## config.mk

```make
export PLATFORM = sky130hd
export DESIGN_NAME = rom_sample_fifo_flat
export DESIGN_NICKNAME = d
export VERILOG_FILES = /design/src/rtl/rom_pkg.sv /design/src/rtl/rom_sample_fifo_if.sv /design/src/rtl/sample_fifo_mem.sv /design/src/rtl/rom_sample_fifo.sv /design/src/flat_wrapper.sv
export SDC_FILE = /design/constraint.sdc
export NUM_CORES = 1
export LEC_CHECK = 0
export BUFFER_PORTS_ARGS = -buffer_cell sky130_fd_sc_hd__buf_2
export CAP_MARGIN = 10
export CORE_ASPECT_RATIO = 1.75
export CORE_MARGIN = 2
export CORE_UTILIZATION = 60
export CTS_CLUSTER_SIZE = 25
export DETAILED_ROUTE_END_ITERATION = 6
export GPL_TIMING_DRIVEN = 1
export PLACE_DENSITY_LB_ADDON = 0.25
export SYNTH_ARGS = -nofsm -noshare
export SYNTH_HDL_FRONTEND = slang
export SYNTH_SLANG_ARGS = --single-unit
```

## constraint.sdc

```tcl
create_clock -name clk -period 4 [get_ports clk]
set_clock_uncertainty 0.2 [all_clocks]
set_input_delay 0.8 -clock clk [delete_from_list [all_inputs] [get_ports clk]]
set_output_delay 0.8 -clock clk [all_outputs]
set_load 0.02 [all_outputs]
```

## src/rtl/rom_pkg.sv

```systemverilog
`default_nettype none
// ============================================================================
// Module      : rom_pkg
// Description : Shared waveform-ROM definitions: table codes, address split
//               and the packed layout of one captured sample.
// Revision    : 1.0 - initial release
// ============================================================================
package rom_pkg;

    localparam int ROM_DATA_WIDTH   = 8;
    localparam int ROM_ADDR_WIDTH   = 10;
    localparam int TBL_CODE_WIDTH   = 2;
    localparam int TBL_OFFSET_WIDTH = ROM_ADDR_WIDTH - TBL_CODE_WIDTH;

    typedef enum logic [TBL_CODE_WIDTH-1:0] {
        TBL_SIN  = 2'b00,
        TBL_SIN1 = 2'b01,
        TBL_GAUS = 2'b10,
        TBL_EXP  = 2'b11
    } tbl_code_e;

    typedef struct packed {
        logic                      disc;
        logic [ROM_ADDR_WIDTH-1:0] addr;
        logic [ROM_DATA_WIDTH-1:0] data;
    } rom_entry_t;

    // First ROM address of a table.
    function automatic logic [ROM_ADDR_WIDTH-1:0] tbl_base(input tbl_code_e code);
        return {code, {TBL_OFFSET_WIDTH{1'b0}}};
    endfunction

endpackage
`default_nettype wire

```

## src/rtl/rom_sample_fifo_if.sv

```systemverilog
`default_nettype none
// ============================================================================
// Module      : rom_sample_fifo_if
// Description : Capture-side write strobe/sample and valid/ready read port of
//               the ROM sample FIFO.
// Revision    : 1.0 - initial release
// ============================================================================
interface rom_sample_fifo_if #(
    parameter int DATA_WIDTH = 8,
    parameter int ADDR_WIDTH = 10
);
    logic                  wr_en;
    logic [DATA_WIDTH-1:0] wr_data;
    logic [ADDR_WIDTH-1:0] wr_addr;
    logic                  rd_ready;
    logic                  rd_valid;
    logic [DATA_WIDTH-1:0] rd_data;
    logic [ADDR_WIDTH-1:0] rd_addr;
    logic [1:0]            rd_table;
    logic                  rd_disc;

    modport master (
        output wr_en, wr_data, wr_addr, rd_ready,
        input  rd_valid, rd_data, rd_addr, rd_table, rd_disc
    );

    modport slave (
        input  wr_en, wr_data, wr_addr, rd_ready,
        output rd_valid, rd_data, rd_addr, rd_table, rd_disc
    );
endinterface
`default_nettype wire

```

## src/rtl/sample_fifo_mem.sv

```systemverilog
`default_nettype none
// ============================================================================
// Module      : sample_fifo_mem
// Description : Register array, one synchronous write port and one
//               combinational read port. Contents are not reset.
// Revision    : 1.0 - initial release
// ============================================================================
module sample_fifo_mem #(
    parameter int WIDTH      = 19,
    parameter int DEPTH_LOG2 = 4
) (
    input  wire logic                  clk,
    input  wire logic                  we,
    input  wire logic [DEPTH_LOG2-1:0] waddr,
    input  wire logic [WIDTH-1:0]      wdata,
    input  wire logic [DEPTH_LOG2-1:0] raddr,
    output      logic [WIDTH-1:0]      rdata
);
    localparam int c_DEPTH = 2 ** DEPTH_LOG2;

    logic [WIDTH-1:0] r_mem [c_DEPTH];

    always_ff @(posedge clk) begin
        if (we) begin
            r_mem[waddr] <= wdata;
        end
    end

    assign rdata = r_mem[raddr];

endmodule
`default_nettype wire

```

## src/rtl/rom_sample_fifo.sv

```systemverilog
`default_nettype none
// ============================================================================
// Module      : rom_sample_fifo
// Description : Circular capture FIFO behind the waveform ROM with per-entry
//               discontinuity tagging, show-ahead read and sticky overflow.
// Revision    : 1.0 - initial release
// ============================================================================
module rom_sample_fifo
    import rom_pkg::*;
#(
    parameter int DATA_WIDTH = ROM_DATA_WIDTH,
    parameter int ADDR_WIDTH = ROM_ADDR_WIDTH,
    parameter int DEPTH_LOG2 = 4
) (
    input  wire logic            clk,
    input  wire logic            rst_n,
    input  wire logic            flush,
    input  wire logic            clear_ovf,
    rom_sample_fifo_if.slave     bus,
    output      logic [DEPTH_LOG2:0] count,
    output      logic            full,
    output      logic            empty,
    output      logic            overflow
);
    localparam int                     c_DEPTH    = 2 ** DEPTH_LOG2;
    localparam int                     c_OFF_W    = ADDR_WIDTH - 2;
    localparam int                     c_ENTRY_W  = 1 + ADDR_WIDTH + DATA_WIDTH;
    localparam logic [DEPTH_LOG2-1:0]  c_PTR_ONE  = DEPTH_LOG2'(1);
    localparam logic [DEPTH_LOG2:0]    c_CNT_ONE  = (DEPTH_LOG2+1)'(1);
    localparam logic [DEPTH_LOG2:0]    c_CNT_FULL = (DEPTH_LOG2+1)'(c_DEPTH);
    localparam logic [c_OFF_W-1:0]     c_OFF_ONE  = c_OFF_W'(1);

    logic [DEPTH_LOG2-1:0] r_wr_ptr;
    logic [DEPTH_LOG2-1:0] r_rd_ptr;
    logic [DEPTH_LOG2:0]   r_count;
    logic                  r_full;
    logic                  r_empty;
    logic                  r_overflow;
    logic                  r_hist_valid;
    logic [ADDR_WIDTH-1:0] r_prev_addr;

    logic                  w_pop;
    logic                  w_push;
    logic                  w_drop;
    logic                  w_disc;
    logic [ADDR_WIDTH-1:0] w_expected;
    logic [DEPTH_LOG2:0]   w_count_nxt;
    logic [c_ENTRY_W-1:0]  w_wr_entry;
    logic [c_ENTRY_W-1:0]  w_rd_entry;
    logic [ADDR_WIDTH-1:0] w_rd_addr;

    // Flush masks the write side entirely, so a flushed sample neither stores
    // nor counts as a drop.
    assign w_pop  = !r_empty && bus.rd_ready;
    assign w_push = bus.wr_en && !flush && (!r_full || w_pop);
    assign w_drop = bus.wr_en && !flush && r_full && !w_pop;

    // Successor stays inside the previous table; the offset wraps like the ROM.
    assign w_expected = {r_prev_addr[ADDR_WIDTH-1 -: 2], r_prev_addr[c_OFF_W-1:0] + c_OFF_ONE};
    assign w_disc     = !r_hist_valid || (bus.wr_addr != w_expected);
    assign w_wr_entry = {w_disc, bus.wr_addr, bus.wr_data};

    always_comb begin
        w_count_nxt = r_count;
        if (w_push && !w_pop) begin
            w_count_nxt = r_count + c_CNT_ONE;
        end else if (!w_push && w_pop) begin
            w_count_nxt = r_count - c_CNT_ONE;
        end
    end

    always_ff @(posedge clk or negedge rst_n) begin
        if (!rst_n) begin
            r_wr_ptr     <= '0;
            r_rd_ptr     <= '0;
            r_count      <= '0;
            r_full       <= 1'b0;
            r_empty      <= 1'b1;
            r_hist_valid <= 1'b0;
            r_prev_addr  <= '0;
        end else if (flush) begin
            r_wr_ptr     <= '0;
            r_rd_ptr     <= '0;
            r_count      <= '0;
            r_full       <= 1'b0;
            r_empty      <= 1'b1;
            r_hist_valid <= 1'b0;
        end else begin
            if (w_push) begin
                r_wr_ptr     <= r_wr_ptr + c_PTR_ONE;
                r_prev_addr  <= bus.wr_addr;
                r_hist_valid <= 1'b1;
            end
            if (w_pop) begin
                r_rd_ptr <= r_rd_ptr + c_PTR_ONE;
            end
            r_count <= w_count_nxt;
            r_full  <= (w_count_nxt == c_CNT_FULL);
            r_empty <= (w_count_nxt == '0);
        end
    end

    // A drop in the same cycle as clear_ovf keeps the flag set.
    always_ff @(posedge clk or negedge rst_n) begin
        if (!rst_n) begin
            r_overflow <= 1'b0;
        end else if (w_drop) begin
            r_overflow <= 1'b1;
        end else if (clear_ovf) begin
            r_overflow <= 1'b0;
        end
    end

    sample_fifo_mem #(
        .WIDTH      (c_ENTRY_W),
        .DEPTH_LOG2 (DEPTH_LOG2)
    ) u_mem (
        .clk   (clk),
        .we    (w_push),
        .waddr (r_wr_ptr),
        .wdata (w_wr_entry),
        .raddr (r_rd_ptr),
        .rdata (w_rd_entry)
    );

    assign w_rd_addr    = r_empty ? '0 : w_rd_entry[DATA_WIDTH +: ADDR_WIDTH];
    assign bus.rd_valid = !r_empty;
    assign bus.rd_data  = r_empty ? '0 : w_rd_entry[DATA_WIDTH-1:0];
    assign bus.rd_addr  = w_rd_addr;
    assign bus.rd_table = w_rd_addr[ADDR_WIDTH-1 -: 2];
    assign bus.rd_disc  = r_empty ? 1'b0 : w_rd_entry[c_ENTRY_W-1];

    assign count    = r_count;
    assign full     = r_full;
    assign empty    = r_empty;
    assign overflow = r_overflow;

endmodule
`default_nettype wire

```

## src/flat_wrapper.sv

```systemverilog
// flat-port wrapper written by rule: the top's interface ports become plain ports
module rom_sample_fifo_flat import rom_pkg::*;
#(
    parameter int DATA_WIDTH = ROM_DATA_WIDTH,
    parameter int ADDR_WIDTH = ROM_ADDR_WIDTH,
    parameter int DEPTH_LOG2 = 4
)
  (clk, rst_n, flush, clear_ovf, count, full, empty, overflow, bus_wr_en, bus_wr_data, bus_wr_addr, bus_rd_ready, bus_rd_valid, bus_rd_data, bus_rd_addr, bus_rd_table, bus_rd_disc);
  rom_sample_fifo_if #(.DATA_WIDTH(DATA_WIDTH), .ADDR_WIDTH(ADDR_WIDTH)) bus_i ();
  input  wire logic clk;
  input  wire logic rst_n;
  input  wire logic flush;
  input  wire logic clear_ovf;
  output      logic [DEPTH_LOG2:0] count;
  output      logic full;
  output      logic empty;
  output      logic overflow;
  input wire logic [$bits(bus_i.wr_en)-1:0] bus_wr_en;
  input wire logic [$bits(bus_i.wr_data)-1:0] bus_wr_data;
  input wire logic [$bits(bus_i.wr_addr)-1:0] bus_wr_addr;
  input wire logic [$bits(bus_i.rd_ready)-1:0] bus_rd_ready;
  output wire logic [$bits(bus_i.rd_valid)-1:0] bus_rd_valid;
  output wire logic [$bits(bus_i.rd_data)-1:0] bus_rd_data;
  output wire logic [$bits(bus_i.rd_addr)-1:0] bus_rd_addr;
  output wire logic [$bits(bus_i.rd_table)-1:0] bus_rd_table;
  output wire logic [$bits(bus_i.rd_disc)-1:0] bus_rd_disc;
  assign bus_i.wr_en = bus_wr_en;
  assign bus_i.wr_data = bus_wr_data;
  assign bus_i.wr_addr = bus_wr_addr;
  assign bus_i.rd_ready = bus_rd_ready;
  assign bus_rd_valid = bus_i.rd_valid;
  assign bus_rd_data = bus_i.rd_data;
  assign bus_rd_addr = bus_i.rd_addr;
  assign bus_rd_table = bus_i.rd_table;
  assign bus_rd_disc = bus_i.rd_disc;
  rom_sample_fifo #(.DATA_WIDTH(DATA_WIDTH), .ADDR_WIDTH(ADDR_WIDTH), .DEPTH_LOG2(DEPTH_LOG2)) u_core (.clk(clk), .rst_n(rst_n), .flush(flush), .clear_ovf(clear_ovf), .bus(bus_i), .count(count), .full(full), .empty(empty), .overflow(overflow));
endmodule
```

# Word-level counts from Yosys, hierarchy flattened
# Memories as Yosys holds them, arrays and structs flattened.
# Cells that the tools add are included.
totals:
  ff_bits: 27
  ram_bits: 304
  input_bits: 24
  out_inout_bits: 30
  elab_cells: 55
  n_memories: 1
op_classes:
  n_addsub: 5
  eq_ne: 2
  mux: 18
  bitwise: 1
  reduce_logical: 20
memory_table:
  columns: ["memory", "words", "word_bits", "rd", "rd_clocked_by_memory_dff", "write_ports", "line", "rtl"]
  rows:
  - ["u_core.u_mem.r_mem", 16, 19, 1, 0, 1, "sample_fifo_mem.sv:21", "logic [WIDTH-1:0] r_mem [c_DEPTH];"]
ops:
  columns: ["cell", "count"]
  rows:
  - ["$mux W4", 4]
  - ["$mux W5", 3]
  - ["$mux W10", 1]
  - ["$ne A10 B10 Y1", 1]
  - ["$mux W1", 9]
  - ["$add A4 B1 Y4 const B", 2]
  - ["$add A8 B1 Y8 const B", 1]
  - ["$mux W8", 1]
  - ["$logic_and A1 B1 Y1", 7]
  - ["$logic_not A1 Y1", 6]
  - ["$reduce_bool A2 Y1", 3]
  - ["$add A5 B1 Y5 const B", 1]
  - ["$eq A5 B5 Y1 const B", 1]
  - ["$logic_not A5 Y1", 1]
  - ["$sub A5 B1 Y5 const B", 1]
  - ["$logic_or A1 B1 Y1", 2]
  - ["$reduce_and A2 Y1", 1]
  - ["$not A1 Y1", 1]

# Depth between registers and ports, before layout
# Gate-level depths: netlist of the first run.
logic_depth:
  depth_word: 10
  depth_mapped: 7
  ltp_nobuf: 7

# Modules after synthesis
# From an unflattened synthesis of the first run, not the netlist that was laid out.
unflattened:
  hier_cells: 659
  hier_area_um2: 13142.6
by_module_without_submodules:
  columns: ["mod", "instances", "cells_each", "area_per_inst_um2", "seq_area_each_um2"]
  rows:
  - ["sample_fifo_mem", 1, 488, 11464.7, 9128.8]
  - ["rom_sample_fifo", 1, 171, 1677.9, 676.9]

# Worst setup path before layout of the first run
# No wires, ideal clock.
synth_path:
  path_kind: "flip-flop to output port"
  start: "register u_core.r_rd_ptr[2]"
  end: "output bus_rd_table[0]"
  t_arrival_ps: 2255
  required_time_ps: 3000
  setup_slack_ps: 745
  path_stages_with_launch: 8
  path_buffers: 4
  cell_sequence: "dfrtp_1 > clkbuf_1 > buf_2 > clkbuf_1 > mux4_2 > mux4_2 > and2_1 > buf_4"
synth_between:
  elab_chain_cells: 2
synth_lines:
  columns: ["item", "line", "rtl"]
  rows:
  - ["start: declaration", "rom_sample_fifo.sv:34", "logic [DEPTH_LOG2-1:0] r_rd_ptr;"]
  - ["start signal: assignment", "rom_sample_fifo.sv:95", "r_rd_ptr <= r_rd_ptr + c_PTR_ONE;"]
  - ["$mem_v2 Z16 W19", null, null]
  - ["$mux W10", "rom_sample_fifo.sv:126", "assign w_rd_addr = r_empty ? '0 : w_rd_entry[DATA_WIDTH +: ADDR_WIDTH];"]
  - ["end: declaration", "flat_wrapper.sv:25", "output wire logic [$bits(bus_i.rd_table)-1:0] bus_rd_table;"]
# Every way passes these cells.

# Worst setup path after layout of the first run
layout_path:
  start: "register u_core.r_rd_ptr[2]"
  end: "output bus_rd_table[1]"
# Same word-level chain as after synthesis.

==> results of run 1 <==
flip-flops by register name, indices dropped and copies added (netlist names):
name                 flops
u_core.full              1
u_core.overflow          1
u_core.empty             1
u_core.r_hist_valid      1
u_core.r_prev_addr      10
u_core.r_rd_ptr          4
u_core.r_wr_ptr          4
u_core.u_mem.r_mem     304
u_core.count             5
per-layer routing:
metal	track usage, %	vias up
met4	7.99	0
met2	43.2	234
met1	32.1	3375
li1	-	2704
met3	3.27	44
met5	0	-
path summary, 6_finish.rpt:
kind / from / to / slack [ps] / cells past startpoint
setup / recovery: u_core.r_rd_ptr[2]$_DFFE_PN0P_ / bus_rd_table[1] / 190 / 5
max in group asynchronous: rst_n / u_core.r_rd_ptr[0]$_DFFE_PN0P_ / 3060 / 1
min in group clk: clear_ovf / u_core.overflow$_DFFE_PN0P_ / 270 / 2
hold / removal: rst_n / u_core.r_prev_addr[1]$_DFFE_PN0P_ / 70 / 1
hold reg to reg: u_core.r_prev_addr[7]$_DFFE_PN0P_ / u_core.r_prev_addr[7]$_DFFE_PN0P_ / 300 / 2
setup reg to reg: u_core.r_prev_addr[0]$_DFFE_PN0P_ / u_core.u_mem.r_mem[2][18]$_DFFE_PP_ / 1340 / 5
cells by family after synthesis:
| group | synth area share, % |
|---|---|
| AOI/OAI and AO/OA | 0.759 |
| buffers and inverters | 1.57 |
| DFF | 74.3 |
| xor gates and xnor gates | 1.46 |
| muxes | 16.4 |
| adders and majority gates | 0.759 |
| and+or+nand+nor | 4.68 |
final cells by class:
class,instances,area (um2)
multi-input cells,262,3180
clock inverters,21,173
repair buffers,80,531
well taps,292,365
clock buffers,31,733
flip-flops and latches,331,9810
inverters,8,30.0
fillers,1317,6770
synthesized netlist by cell type (all sizes together), types with 2 or more instances:
master | instances | share of area (%)
edfxtp | 304 | 69
mux4 | 95 | 16
nand2 | 41 | 1.2
and2 | 31 | 1.5
dfrtp | 26 | 4.9
nor2 | 20 | 0.57
clkbuf | 19 | 0.54
buf | 13 | 0.81
xnor2 | 13 | 0.86
xor2 | 9 | 0.60
ha | 8 | 0.76
inv | 8 | 0.23
and4 | 7 | 0.46
a21oi | 5 | 0.19
nand4 | 4 | 0.19
mux2i | 3 | 0.23
nand3 | 3 | 0.11
nor2b | 3 | 0.14
nand2b | 2 | 0.095
nor3 | 2 | 0.11
o21ai | 2 | 0.076
metrics by stage:
step | util (%) | cell area (um2) | cells | total power [mW]
final | 68.7 | 14800 | 1025 | 7.48
after global routing | 68.7 | 14800 | 1025 | 7.72
after CTS | 68.7 | 14800 | 1025 | 7.53
after detailed placement | 64.5 | 13900 | 973 | 4.91
after global placement | 64.5 | 13900 | 973 | 4.88
after floorplan | - | 13200 | 633 | 4.64
worst max-delay path, delay by kind of cell, from the launching register on:
kind	cells	cell delay, ps
buffers and inverters	2	440
AND/OR/NAND/NOR	1	190
flip-flops	1	750
multiplexers	2	880
report_power, final:
group / total (mW) / internal (mW) / leakage (nW) / switching, mW
logic: 0.916 / 0.422 / 1.37 / 0.494
clock network: 2.66 / 1.46 / 0.441 / 1.20
registers: 3.91 / 3.85 / 3.12 / 0.0591
==> run_results.csv, run 1 <==
group,metric,value,unit
placement,dp_worst_setup_slack,734,ps
synth,count_of_different_cell_masters_after_synthesis,43,
detailed_routing,drtIter0Drc,620,
flow_run,cap_viol_max_count,0,
layout,diodes,0,
detailed_routing,drc,0,
power,power_leakage,4.93,nW
detailed_routing,maxUsedRoutingLayer,"met4",
synth,synth.yosys.seq_area_share,74.3,%
global_route,grt_start_max_net_pins,45,
placement,place.gp.congestion,0.780,
global_route,grt.total_usage,24.7,%
timing,final-hold-violation-count,0,
placement,io_buffers,53,
worst_setup_path,cpPeakStageDelay,750,ps
die,floorplan.die.height,200,um
timing,max_slew.worst_pin.slew,875,ps
layout,mostFrequentLayoutCells,"304 x sky130_fd_sc_hd__edfxtp_1, 95 x sky130_fd_sc_hd__mux4_2, 53 x sky130_fd_sc_hd__buf_2",
detailed_routing,route.detailed.wl_per_inst,26.7,um
synth,synth_top_flop_cell,"sky130_fd_sc_hd__edfxtp_1",
timing,min_period,3810,ps
worst_hold_path,hold_path_class,"input pin to asynchronous set/reset pin",
timing,timing.final.max_slew_violations,0,
detailed_routing,wl_met3,1.52,mm
cts,total_of_hold_buffers_inserted_after_clock_tree_synthesis,0,
synth,synth.avg_cell_area,20.8,um2
synth,synth_cells,633,
detailed_routing,route.vias.total,6357,
detailed_routing,drt_first_pass_iters,4,
worst_setup_path,critPathMaxFanout,25,
global_route,grt.overflow.total,0,
worst_setup_path,required,3000,ps
die,fp.coreArea,0.0216,mm2
layout,fraction_of_final_layout_cells_sized_beyond_drive_strength_1,30.8,%
global_route,grt_first_pass_wirelength,41.3,mm
cts,path_clk_slew,70,ps
cts,cts_tree,"built",
worst_setup_path,critPathMostFrequentCell,"sky130_fd_sc_hd__mux4_2",
cts,cts-resized-gates,0,
worst_setup_path,path_cells,"buf_12 -> mux4_2 -> mux4_2 -> and2_1 -> buf_2",
worst_setup_path,critPathSlowestCell,"sky130_fd_sc_hd__dfrtp_2",
synth,synth.cell_area,0.0132,mm2
timing,slew_headroom,41.6,%
timing,final.setup.tns,0,ps
worst_setup_path,cp-start-kind,"flop",
detailed_routing,sum_of_routed_wire_length_over_all_layers,27.4,mm
global_route,first_global_vias,6853,
worst_setup_path,endpoint_kind,"output pin",
placement,dpl.hpwl,15.6,mm
layout,layout.cells.most_common,"sky130_fd_sc_hd__edfxtp_1",
worst_setup_path,cp.arrival,2810,ps
synth,syn-num-nets,665,
status,status,"finished clean",
die,rows,71,
synth,postSynthRegisterBits,331,
cts,cts-buffers-inserted,28,
cts,cts-htree-levels,1,
layout,nets,743,
worst_setup_path,critical_path_class,"flop to output pin",
detailed_routing,route.antenna.remaining_nets,0,
synth,synthArstFlopShare,8.16,%
synth,yosys_warnings,0,
detailed_routing,vias_per_cell,6.20,
cts,cts.sinks,331,
synth,synth_edf_count,304,
detailed_routing,m1WireLength,10.0,mm
die,initial_utilization,61.1,%
cts,later_pin_clock_latency_in_the_skew_report,540,ps
detailed_routing,routed-wl-met2,15.0,mm
cts,cts.repair_timing.setup_buffer_count,0,
cts,max-clock-path-buffers,3,
power,power.ir.vdd_worst,0.000366,V
timing,unrepaired_setup_endpoints_after_global_routing,"no",
power,power.density,505,mW/mm2
cts,cts.root.buffer_cell,"sky130_fd_sc_hd__clkbuf_16",
timing,report.final.setup_viol,0,
layout,flow.area_growth_from_synthesis,12.3,%
die,floorplan.die_area,0.0232,mm2
timing,timing.hold.ws,68.5,ps
timing,clock.fmax,262,MHz
timing,final_min_period_over_clock_period,95.3,%
timing,post-route-worst-setup-slack,190,ps
die,top_level_ports,54,
global_route,grt_antenna_before_repair,0,
die,die_x,116,um
Power figures use the tool's default switching activity.
==> run 2, diff against run 1 <==
--- a/config.mk
+++ b/config.mk
@@ -7,9 +7,11 @@
 export LEC_CHECK = 0
 export BUFFER_PORTS_ARGS = -buffer_cell sky130_fd_sc_hd__buf_2
 export CAP_MARGIN = 10
+export CELL_PAD_IN_SITES_DETAIL_PLACEMENT = 2
+export CELL_PAD_IN_SITES_GLOBAL_PLACEMENT = 2
 export CORE_ASPECT_RATIO = 1.75
 export CORE_MARGIN = 2
-export CORE_UTILIZATION = 60
+export CORE_UTILIZATION = 31
 export CTS_CLUSTER_SIZE = 25
 export DETAILED_ROUTE_END_ITERATION = 6
 export GPL_TIMING_DRIVEN = 1
==> run 2 against run 1 <==
  * Cell area rose by 1.5%
  * Register-to-register slack got worse by 50 ps
  * Sequential share of layout area fell by 1.0 points
  * Die area rose by 91%
  * Setup slack got worse by 35 ps
  * First-iteration DRC count fell by 36%
  * Count of clock-buffer cells in the layout rose by 5
  * Non-clock buffer count fell by 2
  * Combinational power rose by 4.3%
==> run_results.csv, run 2 (synthesis results as in run 1) <==
group,metric,value,unit
status,status,"finished clean",
worst_setup_path,critical_path_class,"flop to output pin",
worst_setup_path,cpPeakStageDelay,580,ps
timing,clock.fmax,260,MHz
timing,unrepaired_setup_endpoints_after_global_routing,"no",
die,rows,100,
detailed_routing,drc,0,
worst_hold_path,hold_path_class,"input pin to asynchronous set/reset pin",
detailed_routing,route.antenna.remaining_nets,0,
worst_setup_path,cp.arrival,2850,ps
worst_setup_path,rr_startpoint,"u_core.empty$_DFF_PN1_",
timing,report.final.setup_viol,0,
layout,fraction_of_final_layout_cells_sized_beyond_drive_strength_1,29.5,%
timing,post-route-worst-setup-slack,155,ps
timing,timing.final.max_slew_violations,0,
worst_setup_path,crit_start,"u_core.r_rd_ptr[0]$_DFFE_PN0P_",
power,power,7.41,mW
worst_setup_path,path_cells,"buf_12 -> mux4_2 -> mux4_2 -> and2_1 -> buf_2",
worst_setup_path,endpoint_kind,"output pin",
placement,placed_instances,1240,
cts,cts-buffers-inserted,29,
timing,final.setup.tns,0,ps
global_route,grt.total_usage,15.1,%
placement,dpl.hpwl,19.5,mm
layout,diodes,0,
worst_setup_path,worst_r2r_path_depth,6,
layout,nets,742,
global_route,global_route.usage.met1,17.3,%
cts,cts.root.buffer_cell,"sky130_fd_sc_hd__clkbuf_16",
placement,dp_worst_setup_slack,702,ps
layout,flow.area_growth_from_synthesis,14.1,%
power,power.density,492,mW/mm2
power,power_leakage,4.87,nW
global_route,grtUsageMet2,29.2,%
worst_setup_path,critPathMaxFanout,49,
cts,max-clock-path-buffers,3,
cts,later_pin_clock_latency_in_the_skew_report,550,ps
worst_setup_path,required,3000,ps
placement,io_buffers,53,
worst_setup_path,critPathSlowestCell,"sky130_fd_sc_hd__mux4_2",
detailed_routing,route.detailed.wl_per_inst,25.3,um
detailed_routing,route.vias.total,6311,
worst_setup_path,critPathMostFrequentCell,"sky130_fd_sc_hd__mux4_2",
global_route,first_global_vias,7274,
layout,regMostFlops,"u_core.u_mem.r_mem",
detailed_routing,vias_per_cell,4.88,
global_route,grt_start_max_net_pins,77,
timing,min_period,3850,ps
cts,cts_tree,"built",
die,floorplan.die_area,0.0443,mm2
cts,cts.sinks,331,
timing,slew_headroom,56.4,%
global_route,gr-max-usage-layer,"met2",
layout,layout.cells.most_common,"sky130_fd_sc_hd__edfxtp_1",
layout,mostFrequentLayoutCells,"304 x sky130_fd_sc_hd__edfxtp_1, 95 x sky130_fd_sc_hd__mux4_2, 53 x sky130_fd_sc_hd__buf_2",
detailed_routing,drt_first_pass_iters,4,
cts,cts-resized-gates,0,
die,initial_utilization,31.2,%
global_route,grt_util_met3,1.63,%
layout,finish.cell_count_without_fillers,1292,
timing,max_slew.worst_pin.slew,655,ps
cts,cts-htree-levels,1,
timing,final-hold-violation-count,0,
timing,timing.hold.ws,68.8,ps
die,floorplan.die.height,277,um
power,power.ir.vdd_worst,0.000263,V
layout,largest_register_ff_count,304,
cts,cts.repair_timing.setup_buffer_count,0,
global_route,grt.overflow.total,0,
die,top_level_ports,54,
worst_setup_path,cp-start-kind,"flop",
flow_run,cap_viol_max_count,0,
global_route,grt_antenna_before_repair,1,
cts,path_clk_slew,60,ps
die,die_x,160,um
global_route,grt_first_pass_wirelength,49.2,mm
detailed_routing,drtIter0Drc,394,
detailed_routing,sum_of_routed_wire_length_over_all_layers,32.6,mm
cts,total_of_hold_buffers_inserted_after_clock_tree_synthesis,0,
placement,place.gp.congestion,0.714,
timing,final_min_period_over_clock_period,96.1,%
die,fp.coreArea,0.0423,mm2
## run 2: changes by cell type in the layout (fill, tap and decap cells not counted), sizes merged
cell      change
clkinvlp      +1
buf           -2
inv           -1
clkinv        -3
clkbuf        +5
bufinv        -2
## run 2: cell type report
class	count	area [um2]
clock buffer	36	752
inverter	8	30.0
timing repair buffer	78	490
tap	561	702
sequential	331	9810
fill	4213	27200
multi-input combinational	262	3180
clock inverter	16	85.1
## run 2: critical path, delay by kind of cell (launching register included)
kind / cells / cell delay [ps]
mux: 2 / 1040
buf+inv: 2 / 540
simple gates: 1 / 210
flops: 1 / 460
## run 2: final timing paths
path,to,slack (ps)
setup / recovery,bus_rd_addr[3],150
hold / removal,u_core.overflow$_DFFE_PN0P_,70
setup reg to reg,u_core.u_mem.r_mem[11][3]$_DFFE_PP_,1290
hold reg to reg,u_core.r_prev_addr[9]$_DFFE_PN0P_,300
max in group asynchronous,u_core.r_rd_ptr[0]$_DFFE_PN0P_,3040
min in group clk,u_core.overflow$_DFFE_PN0P_,240
## run 2: report_power, final
group	switching, mW	internal [mW]	total (mW)
clock	1.22	1.33	2.55
combinational	0.531	0.424	0.955
sequential	0.0578	3.85	3.91
total	1.81	5.60	7.41
## run 2: per-stage QoR
stage | util [%] | instance area, um2
after floorplan | - | 13200
after global routing | 35.6 | 15000
after detailed placement | 33.6 | 14200
after CTS | 35.6 | 15000
final | 35.6 | 15000
after global placement | 33.6 | 14200
## run 2: per-layer routing
layer	share of wire (%)	vias up
li1	-	2708
met1	38	3444
met2	56	115
met3	3.0	44
met4	2.8	0
met5	0	-
==> run 3, diff against run 2 <==
==> constraint.sdc (replaced) <==
create_clock -name clk -period 4 [get_ports clk]
set_clock_uncertainty 0.2 [all_clocks]
set_input_delay 0.2 -clock clk [delete_from_list [all_inputs] [get_ports clk]]
set_output_delay 0.2 -clock clk [all_outputs]
set_load 0.02 [all_outputs]
==> run 3 against run 2 <==
  * Register-to-register slack worse by 50 ps
  * Count of clock-buffer cells in the layout up 1
  * Sequential power about the same
  * First-iteration DRC count up 6.6%
  * Global-route usage up 0.20 points
  * Sequential share of layout area down 1.8 points
  * Cell area up 2.8%
  * Sequential cell count unchanged
  * Hold slack better by 240 ps
  * Non-clock buffer count up 22
  * Fmax up 18%
  * Die area unchanged
  * Critical path type unchanged
  * Largest cell class unchanged
==> run_results.csv, run 3 (synthesis results as in run 1) <==
group,metric,value,unit
worst_setup_path,cpPeakStageDelay,570,ps
timing,report.final.setup_viol,0,
die,die_x,160,um
die,floorplan.die_area,0.0443,mm2
die,initial_utilization,31.2,%
cts,cts-resized-gates,0,
placement,dp_worst_setup_slack,1160,ps
cts,max-clock-path-buffers,3,
cts,cts.sinks,331,
layout,nets,765,
cts,cts.root.buffer_cell,"sky130_fd_sc_hd__clkbuf_16",
power,power,7.88,mW
detailed_routing,drtIter0Drc,420,
worst_setup_path,cp-start-kind,"flop",
layout,flow.area_growth_from_synthesis,17.3,%
placement,dpl.hpwl,19.0,mm
global_route,grt_antenna_before_repair,0,
global_route,first_global_vias,7471,
layout,seq_area,0.00981,mm2
timing,final.setup.tns,0,ps
global_route,grt.overflow.total,0,
worst_setup_path,critPathSlowestCell,"sky130_fd_sc_hd__mux4_2",
timing,clock.fmax,308,MHz
timing,final-hold-violation-count,0,
worst_setup_path,endpoint_kind,"output pin",
detailed_routing,route.vias.total,6426,
flow_run,cap_viol_max_count,0,
detailed_routing,route.antenna.remaining_nets,0,
cts,path_clk_slew,70,ps
timing,slew_headroom,30.3,%
timing,timing.final.max_slew_violations,0,
worst_setup_path,rr_startpoint,"u_core.empty$_DFF_PN1_",
detailed_routing,drt_first_pass_iters,4,
worst_setup_path,crit_start,"u_core.r_rd_ptr[0]$_DFFE_PN0P_",
timing,timing.hold.ws,311,ps
cts,later_pin_clock_latency_in_the_skew_report,570,ps
global_route,grt_first_pass_wirelength,49.4,mm
layout,finish.utilization,36.6,%
power,power_leakage,5.07,nW
detailed_routing,sum_of_routed_wire_length_over_all_layers,33.3,mm
cts,cts-htree-levels,1,
detailed_routing,vias_per_cell,4.88,
timing,final_min_period_over_clock_period,81.1,%
cts,cts_tree,"built",
timing,min_period,3250,ps
layout,finish.cell_count_without_fillers,1318,
cts,cts-buffers-inserted,30,
worst_setup_path,required,3600,ps
layout,multi_input_comb_area,0.00318,mm2
layout,final_cell_area,0.0155,mm2
placement,placed_instances,1236,
die,rows,100,
timing,post-route-worst-setup-slack,755,ps
worst_setup_path,path_cells,"buf_12 -> mux4_2 -> mux4_2 -> and2_1 -> buf_2",
worst_setup_path,critical_path_class,"flop to output pin",
die,fp.coreArea,0.0423,mm2
status,status,"finished clean",
global_route,grt.total_usage,15.3,%
timing,unrepaired_setup_endpoints_after_global_routing,"no",
power,power.density,509,mW/mm2
worst_setup_path,critPathMostFrequentCell,"sky130_fd_sc_hd__mux4_2",
layout,mostFrequentLayoutCells,"304 x sky130_fd_sc_hd__edfxtp_1, 95 x sky130_fd_sc_hd__mux4_2, 53 x sky130_fd_sc_hd__buf_2",
layout,diodes,0,
worst_setup_path,critPathMaxFanout,39,
placement,place.gp.congestion,0.740,
global_route,grt_start_max_net_pins,78,
worst_setup_path,cp.arrival,2850,ps
detailed_routing,drc,0,
worst_hold_path,min_from,"u_core.r_prev_addr[8]$_DFFE_PN0P_",
layout,fraction_of_final_layout_cells_sized_beyond_drive_strength_1,29.9,%
layout,largest_register_ff_count,304,
layout,nFillCells,4188,
detailed_routing,route.detailed.wl_per_inst,25.3,um
layout,layout.cells.most_common,"sky130_fd_sc_hd__edfxtp_1",
timing,max_slew.worst_pin.slew,1040,ps
placement,detailed_place.area,0.0142,mm2
worst_hold_path,hold_path_class,"flop to flop",
die,top_level_ports,54,
die,floorplan.die.height,277,um
placement,io_buffers,53,
layout,regMostFlops,"u_core.u_mem.r_mem",
power,power.ir.vdd_worst,0.000272,V
-- run 3: final timing paths --
kind | endpoint | slack (ps) | cells after the start
max | bus_rd_disc | 750 | 5
min | u_core.r_prev_addr[8]$_DFFE_PN0P_ | 310 | 2
max reg2reg | u_core.u_mem.r_mem[10][7]$_DFFE_PP_ | 1240 | 6
min reg2reg | u_core.r_prev_addr[8]$_DFFE_PN0P_ | 310 | 2
max in group asynchronous | u_core.r_rd_ptr[0]$_DFFE_PN0P_ | 1760 | 4
min in group asynchronous | u_core.count[2]$_DFF_PN0_ | 450 | 3
-- run 3: what timing repair did --
action,in CTS,in global routing
buffers inserted,0,0
endpoints found under the setup margin,0,0
endpoints found under the hold margin,341,0
hold buffers,26,0
-- run 3: critical path: cells and delay by family, from the launching register on --
kind	cells	cell delay [ps]
DFF	1	490
muxes	2	1070
buffers and inverters	2	490
and+or+nand+nor	1	180
-- run 3: report_power, final --
part           total (mW)  switching (mW)  leakage, nW  internal (mW)
combinational       0.967           0.532         1.44          0.435
sequential           3.91          0.0588         3.12           3.85
clock                3.01            1.32        0.506           1.68
-- run 3: metal layers --
layer | wire [um] | vias to the layer above | track usage [%]
met2 | 19400 | 126 | 30.4
met1 | 12200 | 3505 | 17.1
met5 | 0 | - | 0
li1 | - | 2757 | -
met3 | 1160 | 38 | 1.72
met4 | 603 | 0 | 3.86
-- run 3: layout make-up --
type	count	share of cell area, %
sequential	331	63.4
timing repair buffer	100	4.66
tap	561	4.54
inverter	8	0.194
multi-input combinational	262	20.5
clock buffer	37	5.35
clock inverter	19	1.32
